### config.mk
export PLATFORM = sky130hd
export DESIGN_NAME = lut_layer_sequencer
export DESIGN_NICKNAME = d
export VERILOG_FILES = /design/src/rtl/lut_layer_sequencer.sv
export SDC_FILE = /design/constraint.sdc
export NUM_CORES = 1
export LEC_CHECK = 0
export CORE_MARGIN = 2
export CORE_UTILIZATION = 50
export DETAILED_ROUTE_END_ITERATION = 6
export PLACE_DENSITY = 0.79
export SYNTH_ARGS = -nofsm -noshare
export SYNTH_HDL_FRONTEND = slang
export SYNTH_SLANG_ARGS = --single-unit
### constraint.sdc
create_clock -name clk -period 3.9 [get_ports clk]
set_clock_uncertainty 0.15 [all_clocks]
set_input_delay 0.78 -clock clk [delete_from_list [all_inputs] [get_ports clk]]
set_output_delay 0.78 -clock clk [all_outputs]
set_load 0.005 [all_outputs]
### src/rtl/lut_layer_sequencer.sv
// Time-multiplexed layer of 6-input LUT neurons: one shared 64:1 lookup walks
// the neurons one per cycle and presents the whole result vector with a handshake.
module lut_layer_sequencer #(
  parameter int N_NEURONS = 8,
  parameter int FAN_IN    = 6,
  localparam int AW       = (N_NEURONS > 1) ? $clog2(N_NEURONS) : 1
) (
  input  logic                          clk,
  input  logic                          rst_n,
  input  logic                          cfg_we,
  input  logic [AW-1:0]                 cfg_addr,
  input  logic [63:0]                   cfg_data,
  output logic                          cfg_ready,
  input  logic                          in_valid,
  input  logic [FAN_IN*N_NEURONS-1:0]   in_data,
  output logic                          in_ready,
  output logic                          out_valid,
  output logic [N_NEURONS-1:0]          out_data,
  input  logic                          out_ready
);

  localparam int TT = 1 << FAN_IN;
  localparam logic [AW-1:0] LAST = AW'(N_NEURONS - 1);

  typedef enum logic [1:0] {IDLE, EVAL, DONE} state_t;

  state_t                        state, state_nxt;
  logic [TT-1:0]                 tables [N_NEURONS];
  logic [FAN_IN*N_NEURONS-1:0]   in_reg;
  logic [AW-1:0]                 idx;
  logic [FAN_IN-1:0]             sel;
  logic                          lut_bit;
  logic                          cfg_hit;

  assign in_ready  = (state == IDLE);
  assign cfg_ready = (state == IDLE);
  assign out_valid = (state == DONE);

  // Widened compare so out-of-range addresses are rejected even when N_NEURONS is not a power of two.
  assign cfg_hit = cfg_we && cfg_ready && ({1'b0, cfg_addr} < (AW+1)'(N_NEURONS));

  assign sel     = in_reg[FAN_IN*idx +: FAN_IN];
  assign lut_bit = tables[idx][sel];

  always_ff @(posedge clk or negedge rst_n) begin
    if (!rst_n) begin
      state <= IDLE;
    end else begin
      state <= state_nxt;
    end
  end

  always_comb begin
    state_nxt = state;
    case (state)
      IDLE: if (in_valid) state_nxt = EVAL;
      EVAL: if (idx == LAST) state_nxt = DONE;
      DONE: if (out_ready) state_nxt = IDLE;
      default: state_nxt = IDLE;
    endcase
  end

  // Table writes land on the accept edge, so a vector accepted alongside a write sees the new table.
  always_ff @(posedge clk or negedge rst_n) begin
    if (!rst_n) begin
      for (int k = 0; k < N_NEURONS; k++) begin
        tables[k] <= '0;
      end
      in_reg   <= '0;
      idx      <= '0;
      out_data <= '0;
    end else begin
      if (cfg_hit) begin
        tables[cfg_addr] <= cfg_data;
      end
      case (state)
        IDLE: begin
          if (in_valid) begin
            in_reg   <= in_data;
            out_data <= '0;
            idx      <= '0;
          end
        end
        EVAL: begin
          out_data[idx] <= lut_bit;
          if (idx != LAST) begin
            idx <= idx + 1'b1;
          end
        end
        default: ;
      endcase
    end
  end

endmodule

After elaboration in Yosys (flattened, before gate mapping)
Index checks and enable logic that the tools add are counted.
- flip-flop bits (word level): 573
- bits of input ports: 120
- output and inout port bits: 11
- logic and storage cells: 60
- equality and inequality tests: 8
- mux-type cells: 20
- bitwise logic cells: 2
- shifts and indexed selects: 1
- magnitude comparators: 6
- multiply operators: 1
- reductions and logical operators: 9
- add/sub/neg operators: 1
- operators by type and width (kind ; count):
    $bwmux 512 ; 1
    $bmux 64 s3 ; 1
    $demux 64 s3 ; 1
    $mux 64 ; 3
    $shiftx 48x7->6 ; 1
    $pmux 8 s2 ; 1
    $bwmux 8 ; 1
    $ge 4x4->1 const B ; 2
    $mux 8 ; 1
    $not 3->4 ; 2
    $lt 6x7->1 const B ; 1
    $bmux 1 s6 ; 1
    $mux 2 ; 3
    $mux 3 ; 2
    $pmux 2 s3 ; 1
    $pmux 3 s2 ; 1
    $reduce_and 3->1 ; 2
    $mul 2x3->5 const A ; 1
    $lt 3x4->1 const B ; 1
    $lt 4x1->1 const B ; 1
    $ne 2x1->1 const B ; 2
    $ne 2x2->1 const B ; 2
    $reduce_and 2->1 ; 2
    $add 3x1->3 const B ; 1
    10 further kinds ; 13

Depth between registers and ports, before layout
- depth after elaboration: 8
- mapped depth: 14
- mapped depth without buffers: 9

Least setup slack after synthesis
OpenSTA, ideal clock, no wires.
- path type: reg2reg
- start: reg idx[1]
- end: reg out_data[0]
- arrival time: 2.790 ns
- clock period less this slack: 3.074 ns
- path slack: 0.826 ns
- cell stages (with the launch flop): 14
- path buffers: 4
- cell sequence: dfrtp_1 -> buf_2 -> buf_4 -> buf_2 -> buf_2 -> mux2_2 -> a221oi_1 -> o22ai_1 -> o21ai_0 -> a311oi_1 -> a22oi_1 -> nand4_1 -> a221oi_4 -> o21ai_1
- longest elaborated chain between the ends: 8
- ends and longest elaborated chain (item ; line ; source):
    start, declared ; 30 ; logic [AW-1:0] idx;
    start signal, assigned ; 87 ; idx <= idx + 1'b1;
    branches (longest 6 deep; another with $mul 2x3->5) ; n/a ;
    $bwmux 8 (*) ; 85 ; out_data[idx] <= lut_bit;
    $pmux 8 s2 (*) ; 76 ; case (state)
    end signal, assigned by index ; 85 ;
    end, declared ; 18 ; output logic [N_NEURONS-1:0] out_data,
Every way passes the cells marked *. The select of a mux whose other input is x is not followed.
A chain may end at the register's enable or synchronous reset.

Final worst setup path
- start: reg idx[0]
- end: reg out_data[6]
The elaborated chain is that of the path after synthesis.

==> results.cfg <==
[timing]
timing.final.crit_share_pct = 95.2
final.min_clock_period_ns = 3.71
worst_pin_slew_ns = 1.03
grt_setup_unrepaired = false
setup-violations-final = 0
finalHoldViolCount = 0
clock.fmax_mhz = 269
postLayoutSetupSlackWorst_ns = 0.186
max-slew-margin-rel_pct = 31.1
finalMaxSlewViolations = 0

[global_route]
wire_length_of_the_first_global_routing_pass_um = 111000
grt_pass1_vias = 18591
grt_max_degree = 90
initial_antenna_violation_count = 5
globalRoute.totalOverflow = 0
grtUsageTotal_pct = 26.6

[critical_path]
timing.critical_path.slowest_stage_cell = dfrtp_4
reg2reg_setup_slack_ns = 0.19
cp.required_ns = 4.23
critical_path.cell_chain = mux4_2 -> mux2_4 -> buf_4 -> o21ai_1 -> o221ai_1 -> or3_1 -> a21o_1 -> a221oi_4 -> o21ai_1
path_common_cell = o21ai_1
start_kind = flip-flop
critPathTopFamily = compound AO/OA/AOI/OAI gates
cp_data_arrival_time_ns = 4.05
critical_path.max_fanout = 20
crit_buf_inv = 1
worst_path_class_setup = flip-flop to flip-flop
max_stage_delay_ns = 0.60
critical_path.endpoint_type = flip-flop

[detailed_routing]
detail_route.drc_violations = 1
detail-route-antenna-nets = 0
post_detailed_route_wirelength_per_cell_um = 25.7
drt_iter0_markers = 1725
post_dr_vias_cell = 6.35
totalWireLength_um = 71800
first_pass_iters = 7
vias = 17717

[flow_run]
cap_violations = 0

[logic_synthesis]
synthDistinctLibCells = 67
synth-edff-count = 0
postSynth.topFlopCell = dfrtp_1
synth_top_family_by_area = multiplexers
seq_total_area_yosys_pct = 54.4
multiplexer_share_of_the_synthesized_area_pct = 30.9
synth_adder_area_share_pct = 0.0950
synth_fp_nets = 2067
synth-seq-cells = 573
mappedNetlistArea_um2 = 26400
synth.top_cell.area_share_pct = 54.4
ys_top_cells_by_area = dfrtp_1, mux2_2, mux4_2
synthesis.instances = 1945
avg_synthesized_cell_area_um2 = 13.5
synthSimpleGateAreaFrac_pct = 5.93
netlist.top_cell.by_area = dfrtp_1
yosysWarnings = 0
post_synth_xor_area_fraction_pct = 0
synth_compound_gate_area_share_pct = 6.13
ys_async_sr_fraction_pct = 100

[cts]
clock_sinks = 573
clock_tree.buffer_depth = 3
tritoncts = yes
cts_inserted_buffers = 56
clk_pin_slew_ns = 0.06
worst_skew_pair.late_latency_ns = 0.62
cts-root-buf = clkbuf_16
post_cts_hold_buffer_count = 0
ctsHtreeMaxLevel = 2

[cells_and_area]
final_net_count = 2180
flip_flop_count_of_the_largest_register_all_copies_and_words_added = 512
mostFrequentLayoutCells = dfrtp_1, mux2_2, nand2_1, clkdlybuf4s50_1, mux4_2
share_of_final_layout_standard_cells_stronger_than_drive_strength_1_pct = 37.4
final_common_cell = dfrtp_1
fillerInstances = 3984
syn2layout_area_growth_pct = 15.9

[die]
die_height_um = 234
fp.dieW_um = 234
design.portCount = 131
die_area_um2 = 54600
core_area_um2 = 52300
initial_utilization_pct = 50.3
num_rows = 84

[power_and_ir_drop]
power.leakage_nw = 14.0
irDropWorstVdd_uv = 412
power-per-cell-area_nw_per_um2 = 812
finalPower_mw = 24.8

[hold_path]
hp-class = input port to async pin

[status]
violations_in_the_final_reports = DRC
status = complete, but fails checks

[placement]
dp_slack_ns = -0.113
numPortBuffers = 130
routabilityCongestion = 0.872
dp.final_hpwl_um = 44000
## what timing repair did
| action | 4_1_cts | 5_1_grt |
|---|---|---|
| resized for setup | 2 | 2 |
| setup endpoints to repair | 8 | 8 |
| buffers inserted | 0 | 1 |
## per-stage QoR
stage	hold WS (ns)	std cells	util, %	setup TNS, ns	instance area (um2)
detailed placement	0.313	2687	54.9	-0.704	28700
global route	0.0878	2789	58.4	0	30500
finish	0.0498	2789	58.4	0	30500
CTS	0.0505	2786	58.3	0	30500
global placement	0.304	2687	54.9	-0.458	28700
floorplan	0.289	1945	-	0	26400
## routing by layer
metal  vias up  wire [um]  global-route usage, %
met5         -         37                      0
met4         6       2790                   10.7
met3       203       6030                   5.66
met2       853      34000                   42.7
met1      9242      28900                   35.3
li1       7413          -                      -
## final timing paths
check	to	start	cells past startpoint
setup / recovery	out_data[6]	idx[0]	9
hold / removal	tables[7]	rst_n	1
setup reg to reg	out_data[6]	idx[0]	9
hold reg to reg	in_reg[42]	in_reg[42]	2
max in group asynchronous	tables[84]	rst_n	2
min in group clk	in_reg[42]	in_reg[42]	2
## layout make-up
class,count,area (um2),area share [%]
sequential,573,14400,47.0
timing repair buffer,192,2090,6.85
clock inverter,12,148,0.483
tap,688,861,2.82
inverter,5,18.8,0.0615
multi-input combinational,1230,11400,37.4
clock buffer,87,1650,5.40
antenna,2,5.00,0.0164
## synth_stat cells, types with 3 or more instances
master and instances:
a211oi_1 3, a21o_1 4, a21oi_1 22, a221o_1 5, a221oi_1 44, a222oi_1 3, a22o_1 6, a22oi_1 23
a311oi_1 4, a31oi_1 12, and2_1 4, and3_1 13, buf_1 3, buf_2 36, buf_4 16, buf_6 3
clkbuf_1 79, dfrtp_1 573, inv_1 5, mux2_2 547, mux2i_1 42, mux4_2 68, nand2_1 228, nand2b_1 9
nand3_1 28, nor2_1 25, nor2b_1 12, nor3_1 9, nor4_1 4, o2111ai_1 4, o211a_1 3, o21ai_0 24
o21ai_1 11, o221ai_1 13, o22ai_1 14, o2bb2ai_1 4, or3b_2 3
## where the power goes
group / internal (mW) / total, mW / switching, mW
sequential: 8.12 / 9.40 / 1.28
clock: 3.09 / 5.37 / 2.28
combinational: 4.67 / 10.0 / 5.37
## kinds of logic (layout without fill, tap and decap cells)
family                   count (synthesis)  count (layout)
buffers and inverters                  142             296
flip-flops                             573             573
adder cells (fa/ha/maj)                  2               2
multiplexers                           659             659
AO/OA/AOI/OAI                          216             216
AND/OR/NAND/NOR                        353             353
other                                    0               2
## worst register-to-register path: stages, from the launching register on
cell and delay, ns:
dfrtp_4 0.60, mux4_2 0.60, mux2_4 0.39, buf_4 0.27, o21ai_1 0.18, o221ai_1 0.18
or3_1 0.35, a21o_1 0.21, a221oi_4 0.49, o21ai_1 0.15
Note: power is estimated with default switching activity, not from simulation.
